--- config.mk ---
export PLATFORM = sky130hd
export DESIGN_NAME = i2d_bus_arb
export DESIGN_NICKNAME = d
export VERILOG_FILES = /design/src/rtl/i2d_bus_arb.sv
export SDC_FILE = /design/constraint.sdc
export NUM_CORES = 1
export LEC_CHECK = 0
export CAP_MARGIN = 20
export CORE_ASPECT_RATIO = 0.75
export CORE_MARGIN = 2
export CORE_UTILIZATION = 30
export DETAILED_ROUTE_END_ITERATION = 10
export GPL_TIMING_DRIVEN = 0
export PLACE_DENSITY_LB_ADDON = 0.25
export SLEW_MARGIN = 20
export SYNTH_ARGS = -nofsm -noshare
export SYNTH_HDL_FRONTEND = slang
export SYNTH_SLANG_ARGS = --single-unit
--- constraint.sdc ---
create_clock -name clk -period 4.05 [get_ports clk]
set_input_delay 0.405 -clock clk [delete_from_list [all_inputs] [get_ports clk]]
set_output_delay 0.405 -clock clk [all_outputs]
set_load 0.01 [all_outputs]
--- src/rtl/i2d_bus_arb.sv ---
// Shares the core Wishbone master port between instruction fetch (IF) and load/store (LS).
// LS has fixed priority, IF has an anti-starvation limit, and slave retries are bounded.
// Optional watchdog enabled by I2D_ARB_TIMEOUT_EN.
module i2d_bus_arb #(
  parameter int unsigned RETRY_MAX   = 4,
  parameter int unsigned STARVE_LIM  = 3
`ifdef I2D_ARB_TIMEOUT_EN
  ,
  parameter int unsigned TIMEOUT_CYC = 64
`endif
) (
  input  logic        clk,
  input  logic        rst,
  input  logic        if_req,
  input  logic [31:0] if_adr,
  output logic [31:0] if_dat,
  output logic        if_ack,
  output logic        if_err,
  output logic        if_busy,
  input  logic        ls_req,
  input  logic        ls_we,
  input  logic [3:0]  ls_sel,
  input  logic [31:0] ls_adr,
  input  logic [31:0] ls_wdat,
  output logic [31:0] ls_rdat,
  output logic        ls_ack,
  output logic        ls_err,
  output logic        cyc_o,
  output logic        stb_o,
  output logic        we_o,
  output logic [3:0]  sel_o,
  output logic [31:0] adr_o,
  output logic [31:0] dat_o,
  input  logic [31:0] dat_i,
  input  logic        ack_i,
  input  logic        rty_i,
  input  logic        err_i
);

  localparam int unsigned RW = (RETRY_MAX  > 0) ? $clog2(RETRY_MAX + 1)  : 1;
  localparam int unsigned SW = (STARVE_LIM > 0) ? $clog2(STARVE_LIM + 1) : 1;

  typedef enum logic [1:0] {IDLE, BUS_IF, BUS_LS, RETRY} state_t;

  state_t        r_state;
  state_t        w_next;
  logic          r_gnt_ls;
  logic [RW-1:0] r_retry_cnt;
  logic [SW-1:0] r_starve;
  logic [31:0]   r_adr;
  logic [31:0]   r_dat;
  logic [3:0]    r_sel;
  logic          r_we;

  logic w_bus;
  logic w_gnt_ls;
  logic w_gnt_if;
  logic w_t_err;
  logic w_t_ack;
  logic w_t_rty;
  logic w_tmo;
  logic w_rty_fail;
  logic w_done_err;
  logic w_done;

  assign w_bus = (r_state == BUS_IF) || (r_state == BUS_LS);

  // LS wins in IDLE unless IF has already been passed over STARVE_LIM times.
  assign w_gnt_ls = (r_state == IDLE) && ls_req &&
                    !(if_req && (r_starve == SW'(STARVE_LIM)));
  assign w_gnt_if = (r_state == IDLE) && if_req && !w_gnt_ls;

  assign w_t_err = w_bus && err_i;
  assign w_t_ack = w_bus && ack_i && !err_i;
  assign w_t_rty = w_bus && rty_i && !err_i && !ack_i;

`ifdef I2D_ARB_TIMEOUT_EN
  localparam int unsigned TW = $clog2(TIMEOUT_CYC + 1);
  logic [TW-1:0] r_wdog;

  always_ff @(posedge clk) begin
    if (!rst || !w_bus) r_wdog <= '0;
    else                r_wdog <= r_wdog + TW'(1);
  end

  assign w_tmo = w_bus && (r_wdog == TW'(TIMEOUT_CYC)) && !err_i && !ack_i && !rty_i;
`else
  assign w_tmo = 1'b0;
`endif

  assign w_rty_fail = (r_state == RETRY) && (r_retry_cnt >= RW'(RETRY_MAX));
  assign w_done_err = w_t_err || w_tmo || w_rty_fail;
  assign w_done     = w_done_err || w_t_ack;

  always_comb begin
    w_next = r_state;
    case (r_state)
      IDLE: begin
        if (w_gnt_ls)      w_next = BUS_LS;
        else if (w_gnt_if) w_next = BUS_IF;
      end
      BUS_IF, BUS_LS: begin
        if (w_done)       w_next = IDLE;
        else if (w_t_rty) w_next = RETRY;
      end
      RETRY: begin
        if (w_rty_fail)    w_next = IDLE;
        else if (r_gnt_ls) w_next = BUS_LS;
        else               w_next = BUS_IF;
      end
      default: w_next = IDLE;
    endcase
  end

  always_ff @(posedge clk) begin
    if (!rst) begin
      r_state     <= IDLE;
      r_gnt_ls    <= 1'b0;
      r_retry_cnt <= '0;
      r_starve    <= '0;
      r_adr       <= '0;
      r_dat       <= '0;
      r_sel       <= '0;
      r_we        <= 1'b0;
    end else begin
      r_state <= w_next;
      if (w_gnt_ls) begin
        r_gnt_ls <= 1'b1;
        r_adr    <= ls_adr;
        r_dat    <= ls_wdat;
        r_sel    <= ls_sel;
        r_we     <= ls_we;
      end else if (w_gnt_if) begin
        r_gnt_ls <= 1'b0;
        r_adr    <= if_adr;
        r_dat    <= '0;
        r_sel    <= 4'hF;
        r_we     <= 1'b0;
      end
      if (w_gnt_if || !if_req) r_starve <= '0;
      else if (w_gnt_ls)       r_starve <= r_starve + SW'(1);
      if (w_done)              r_retry_cnt <= '0;
      else if (w_t_rty)        r_retry_cnt <= r_retry_cnt + RW'(1);
    end
  end

  assign cyc_o = w_bus && !w_tmo;
  assign stb_o = cyc_o;
  assign we_o  = r_we;
  assign sel_o = r_sel;
  assign adr_o = r_adr;
  assign dat_o = r_dat;

  // Terminations are masked while reset is held so a requester never sees one.
  assign if_ack  = rst && !r_gnt_ls && w_t_ack;
  assign if_err  = rst && !r_gnt_ls && w_done_err;
  assign ls_ack  = rst &&  r_gnt_ls && w_t_ack;
  assign ls_err  = rst &&  r_gnt_ls && w_done_err;
  assign if_dat  = dat_i;
  assign ls_rdat = dat_i;
  assign if_busy = if_req && !if_ack && !if_err;

endmodule

# Word level (Yosys, flattened, before mapping)
# Cells that the tools add are included.
[totals]
output_inout_bits = 140
memories = 0
ff_bits = 77
input_bits = 140
romBits = 0
elab_cells = 72
latchBits = 0
ram_bits = 0
[classes]
shift = 0
eq_ne = 6
magnitude_cmp = 1
reduce_logical = 38
n_bitwise = 1
mul = 0
n_mux = 16
addsub = 2
div_mod_pow = 0
[ops]
columns = ["cell", "count"]
rows = [
  ["2-to-1 mux 32 bit", 4],
  ["logical AND 1 bit", 20],
  ["2-to-1 mux 2 bit", 6],
  ["zero test 1 bit", 8],
  ["2-to-1 mux 4 bit", 2],
  ["== test 2 bit (second input constant)", 3],
  ["inequality test 3 bit (second input constant)", 2],
  ["one-hot mux 2 bit (3 select lines)", 1],
  ["OR reduction 2 bit", 3],
  ["logical OR 1 bit", 4],
  ["adder 3 x 1 -> 3 bit (second input constant)", 1],
  ["greater-or-equal comparator 3 bit (second input constant)", 1],
  ["2-to-1 mux 1 bit", 3],
  ["adder 2 x 1 -> 2 bit (second input constant)", 1],
  ["== test 2 x 1 -> 1 bit (second input constant)", 1],
  ["zero test 2 bit", 1],
  ["AND reduction 2 bit", 1],
  ["nonzero test 2 bit", 1],
  ["inverter 1 bit", 1],
]

# Longest topological paths before layout
# Gate-level depths: netlist of run 1.
[depth]
ltp_word = 9
ltp_mapped = 8

# Least setup slack after synthesis of run 1
# No wires, ideal clock.
[synth_path]
kind = "register -> output"
start = "register r_state[0]"
end = "output port if_busy"
path_stages_with_launch = 7
setup_slack_ns = 2.214
arrival_ns = 1.431
required_ns = 3.645
path_buffers = 0
cell_sequence = "dfxtp_1 inv_1 ha_1 a22o_1 nand2_1 nor2_1 nor3b_1"
[synth_between]
word_cells_on_any_way = 15
cone_classes = "3 x eq/ne; 12 x reduce/logical"
[synth_lines]
columns = ["element", "line_no", "text"]
rows = [
  ["start: declaration", "45", "state_t r_state;"],
  ["start signal: assignment", "126", "r_state <= w_next;"],
  ["== test 2 x 1 -> 1 bit / == test 2 bit (equally long branches)", "66", "assign w_bus = (r_state == BUS_IF) || (r_state == BUS_LS);"],
  ["logical OR 1 bit *", "66", ""],
  ["net cyc_o", "28", "output logic cyc_o,"],
  ["logical AND 1 bit *", "73", "assign w_t_err = w_bus && err_i;"],
  ["logical OR 1 bit *", "92", "assign w_done_err = w_t_err || w_tmo || w_rty_fail;"],
  ["logical AND 1 bit *", "156", "assign if_err = rst && !r_gnt_ls && w_done_err;"],
  ["net if_err", "18", "output logic if_err,"],
  ["zero test 1 bit *", "161", "assign if_busy = if_req && !if_ack && !if_err;"],
  ["logical AND 1 bit *", "161", ""],
  ["end: declaration", "19", "output logic if_busy,"],
]
# The timed path passes the listed nets; every way through them passes the cells marked *.

# Final worst setup path of run 1
[layout_path]
start = "register r_state[0]"
end = "output port if_busy"
[layout_between]
elab_chain_len = 8
word_cells_on_any_way = 15
cone_classes = "3 x eq/ne; 12 x reduce/logical"
[layout_rtl]
columns = ["element", "line_no", "text"]
rows = [
  ["== test 2 x 1 -> 1 bit / == test 2 bit (equally long branches)", "66", ""],
  ["logical OR 1 bit", "66", ""],
  ["logical AND 1 bit (2 in a row)", "74", "assign w_t_ack = w_bus && ack_i && !err_i;"],
  ["logical AND 1 bit", "155", "assign if_ack = rst && !r_gnt_ls && w_t_ack;"],
  ["zero test 1 bit", "161", ""],
  ["logical AND 1 bit", "161", ""],
  ["logical AND 1 bit *", "161", ""],
]
# Every way passes the cells marked *; elsewhere a longest branch is shown, timed or not.

==> run metrics, run 1 <==
status complete, no violations; total gr overflow 0; final wirelength 11,900 um; PortBufs 246; post-synthesis cell count 392; CP Class flip-flop to primary output; top cell type's share of synthesized area 0.412; Non-Filler Instances 820; endpoints failing setup 0; Total Routing Usage GR 0.171; worst-skew pair later-pin latency 0.34 ns; post-route ant nets 0; Tcrit/Tclk final 0.649; hold buffer count at CTS 0; CTS sink cnt 77; Max-Cap Viols 0; syn_area_per_cell 9.54 um^2; Most used DFF post-synth dfxtp_1; Tmin final 2.63 ns; chip height 101 um; P_leak 2.69 nW; met2 wire length 5810 um; fraction of layout cells with a size suffix above 1 0.228; fin nets 794; DR DRC count 0; Post-Place Cells 804; Max Clk Rate 0.381 GHz; max_slew headroom 0.606; vias in the first global route 3,786; CTS tree built; first-pass iteration count of the detailed router 4; H-tree depth 3; total CTS buffers 9; row count 35; initial antenna violation count 0; final slew viol count 0; largest fanout on the critical path 6; Clock Skew 0.00625 ns; chip width 133 um; Ant. Diodes 0; commonest non-fill, non-tap cell in the layout clkdlybuf4s50_1; worst min path class input port to flip-flop; RSZ-0062 raised after global routing no; root buffer selected by CTS clkbuf_16; I/O pin cnt 280; largest cells by area after synthesis dfxtp_1 41%, buf_4 15%, a311oi_2 9.6%, a22o_1 8.0%, nand2_1 5.4%; Placement Setup Slack 1.64 ns; Initial Util 0.306; final worst slack 1.42 ns; Post-Syn Area 3740 um^2; Post-synth EDFFs 0; die area 13,400 um^2; Yosys warnings 0; most frequent cells in the layout 246 x clkdlybuf4s50_1, 77 x dfxtp_1, 74 x buf_4, 54 x nand2_1, 37 x nor2_1; number of synthesized register bits 77; first-pass GRT wire length 18,300 um; Fillers 1,067; WP data required 3.64 ns; routability cong. 0.805; vias per cell 4.51; wire per inst 14.5 um; largest net degree at the start of global routing 16; TNS Setup 0 ns; clk slew on worst S/H paths 0.06 ns; Slew @ Worst Pin 0.584 ns; post-synthesis sequential area ratio 0.412; Worst EP arrival 2.22 ns; Final Cell Area 6690 um^2; Max clock buf depth 2; crit start category flip-flop; Layout area overhead 78.9%; maximum vdd ir drop 0.209 mV; PD cells 472 nW/um^2; Vias 3,701; DR iter-0 viols 103; post-synthesis cell type count 32; HPWL Detailed 9390 um; area leader, netlist dfxtp_1; wire length on met3 857 um; placed cell areas 6410 um^2; post-CTS setup buffers 0; core footprint 12,200 um^2; crit path capture type primary output; Final Util 0.548; Final Hold Viols 0; met1 wire length 5070 um; syn_nets 537; Post-synth ARST share 0; highest metal used met4; CTS resizes 0
synth_stat cells, drive strengths merged (4+ instances only):
cell type	n
buf	92
a21oi	10
nor2	40
dfxtp	77
ha	5
nand4	4
o21ai	5
o22ai	4
nand3	5
a311oi	28
nand2	65
a22o	34
a22oi	6
per-stage QoR:
step	total power [mW]	hold slack, ns
final	3.16	0.353
after detailed placement	2.43	0.453
after CTS	3.21	0.348
after global routing	3.36	0.347
after floorplan	1.77	0.440
after global placement	2.40	0.455
worst max-delay path, cell delays in order, from the launching register on:
cell and delay (ns):
dfxtp_1 0.35, inv_1 0.07, ha_1 0.37, a22o_1 0.24
nand2_1 0.07, nor2_1 0.06, nor3b_1 0.18, clkdlybuf4s50_1 0.56
registers in the layout, indices dropped and copies added, names as in the netlist:
signal,count
sel_o,4
r_retry_cnt,3
dat_o,32
we_o,1
adr_o,32
r_starve,2
r_state,2
r_gnt_ls,1
report_power, final:
group / internal [mW] / leakage [nW] / switching (mW)
sequential: 0.920 / 0.635 / 0.0865
combinational: 0.752 / 1.92 / 0.639
clock: 0.421 / 0.129 / 0.343
total: 2.09 / 2.69 / 1.07
metal layers:
metal	GRT usage	vias up
met5	0	-
met4	0.0554	0
met3	0.0412	13
met2	0.295	148
met1	0.212	1716
li1	-	1824
cell families after synthesis:
group,after synthesis,synth area share
buffers and inverters,95,0.187
AND/OR/NAND/NOR,123,0.149
AO/OA/AOI/OAI,89,0.228
multiplexers,1,0.00301
adder cells (fa/ha/maj),5,0.0167
XOR/XNOR,2,0.00468
flip-flops,77,0.412
area by class of cell:
class	count	area [um^2]	area share
plain buffers	92	687	0.103
clock buffers	9	225	0.0336
clock inverters	7	57.6	0.00860
inverters	3	11.3	0.00168
multi-input cells	220	1500	0.224
flip-flops and latches	77	1540	0.230
well taps	166	208	0.0310
repair buffers	246	2460	0.368
worst paths after layout:
| kind | startpoint | to | slack [ns] | depth (start not counted) |
|---|---|---|---|---|
| max | r_state[0] | if_busy | 1.42 | 7 |
| min | if_req | r_starve[0] | 0.35 | 3 |
| max reg2reg | r_state[1] | r_state[1] | 2.28 | 6 |
| min reg2reg | r_retry_cnt[1] | r_retry_cnt[1] | 0.46 | 2 |
(Power assumes the default switching activity.)
==> run 2: changes to the inputs <==
==> constraint.sdc (replaced) <==
create_clock -name clk -period 2.37 [get_ports clk]
set_input_delay 0.237 -clock clk [delete_from_list [all_inputs] [get_ports clk]]
set_output_delay 0.237 -clock clk [all_outputs]
set_load 0.01 [all_outputs]
==> run 2 against run 1 <==
  * Die area is the same
  * First-iteration DRC count grew 2.9%
  * Clock skew is essentially flat
  * Largest cell class unchanged
  * Worst hold slack lost 0.17 ns
  * Core utilization grew 0.092 points
  * Clock-buffer cell count is the same
  * Final area grew 0.17%
  * Via count grew 0.30%
  * Setup slack lost 1.3 ns
  * Sequential share of layout area is essentially flat
  * Sequential cell count is the same
  * Non-clock buffer count is the same
==> run metrics, run 2 (same netlist as run 1, synthesis figures left out) <==
status complete, no violations; Total Routing Usage GR 0.171 (unchanged); largest fanout on the critical path 6 (unchanged); worst-skew pair later-pin latency 0.34 ns (about the same); HPWL Detailed 9390 um (unchanged); die area 13,400 um^2 (unchanged); worst min path class input port to flip-flop; Initial Util 0.306 (unchanged); crit path capture type primary output; Worst EP arrival 2.01 ns (-0.21 ns); clk slew on worst S/H paths 0.06 ns (about the same); DR iter-0 viols 106 (+2.9%); Max clock buf depth 2 (unchanged); Layout area overhead 79.2%; Slew @ Worst Pin 0.584 ns (-0.000000298 ns); crit start category flip-flop; fin nets 794 (unchanged); met1 usage 0.212 (unchanged); first-pass GRT wire length 18,300 um (unchanged); CP Class flip-flop to primary output; vias in the first global route 3,786 (unchanged); total gr overflow 0 (unchanged); maximum vdd ir drop 0.357 mV (+71%); most frequent cells in the layout 243 x clkdlybuf4s50_1, 77 x dfxtp_1, 74 x buf_4, 54 x nand2_1, 37 x nor2_1; Tcrit/Tclk final 0.947; root buffer selected by CTS clkbuf_16; largest net degree at the start of global routing 16 (unchanged); WP data required 2.13 ns (-1.51 ns); TNS Setup 0 ns (unchanged); gr busiest metal met2; Final Hold Viols 0 (unchanged); Ant. Diodes 0 (unchanged); Final Cell Area 6710 um^2 (+0.17%); max_slew headroom 0.606 (about the same); H-tree depth 3 (unchanged); Final Util 0.549 (+0.000922); final slew viol count 0 (unchanged); Max-Cap Viols 0 (unchanged); CTS sink cnt 77 (unchanged); Max Clk Rate 0.446 GHz; P_leak 2.73 nW (+1.4%); PD cells 807 nW/um^2 (+71%); fraction of layout cells with a size suffix above 1 0.231 (+0.00306); hold slack 0.184 ns (-0.169 ns); Vias 3,712 (+0.30%); CTS tree built; final wirelength 11,900 um (+0.34%); Power, Total 5.41 mW (+71%); Clock Skew 0.00618 ns (-0.0000700 ns); GR Util met2 0.295 (unchanged); hold buffer count at CTS 0 (unchanged); commonest non-fill, non-tap cell in the layout clkdlybuf4s50_1; endpoints failing setup 0 (unchanged); GR met3 Demand/Resource 0.0412 (unchanged); PortBufs 246 (unchanged); I/O pin cnt 280 (unchanged); total CTS buffers 9 (unchanged); chip width 133 um (unchanged); DR DRC count 0 (unchanged); post-route ant nets 0 (unchanged); vias per cell 4.53 (+0.30%); Tmin final 2.24 ns; wire per inst 14.5 um (+0.34%); initial antenna violation count 0 (unchanged); RSZ-0062 raised after global routing no; row count 35 (unchanged); post-CTS setup buffers 0 (unchanged); chip height 101 um (unchanged); first-pass iteration count of the detailed router 4 (unchanged); routability cong. 0.805 (unchanged); core footprint 12,200 um^2 (unchanged); placed cell areas 6410 um^2 (unchanged)
run 2: cell types whose count changed in the layout (fill, tap and decap cells not counted), sizes merged:
| cell | change |
|---|---|
| dlymetal6s2s | +2 |
| dlygate4sd2 | +1 |
| clkdlybuf4s50 | -3 |
run 2: worst max-delay path, cell delays in order, from the launching register on:
cell and delay [ns]:
dfxtp_1 0.36, inv_1 0.07, ha_2 0.38, nand3_1 0.12
nor3_2 0.17, clkdlybuf4s50_1 0.57
run 2: final timing paths:
kind	startpoint	to	slack [ns]	cells after the start
max reg2reg	r_state[1]	r_state[1]	0.61	6
min	if_req	r_starve[0]	0.18	3
max	r_state[1]	if_ack	0.13	5
min reg2reg	r_retry_cnt[1]	r_retry_cnt[1]	0.46	2
run 2: per-stage QoR:
step | setup WS, ns | std cells
global route | 0.00102 | 820
finish | 0.126 | 820
CTS | 0.0312 | 820
detailed placement | 0.259 | 804
global placement | 0.271 | 804
floorplan | 0.702 | 392
run 2: cell type report:
class	count	area, um^2
clock inverters	7	57.6
repair buffers	246	2470
inverters	3	11.3
well taps	166	208
fillers	1068	5510
flip-flops and latches	77	1540
plain buffers	92	687
clock buffers	9	225
multi-input cells	220	1510
run 2: power breakdown:
group / internal [mW] / total (mW) / switching, mW
Combinational: 1.29 / 2.38 / 1.09
Sequential: 1.57 / 1.72 / 0.148
Clock: 0.720 / 1.31 / 0.590
run 2: repair_timing:
item                                    CTS  global route
endpoints found under the setup margin    1             4
pin swaps                                 0             0
hold endpoints to repair                  0             0
gates resized for setup                   1             4
run 2: routing by layer:
layer / wire length, um / share of wire
met4: 167 / 0.014
met3: 857 / 0.072
met5: 0 / 0
met1: 5100 / 0.43
met2: 5810 / 0.49
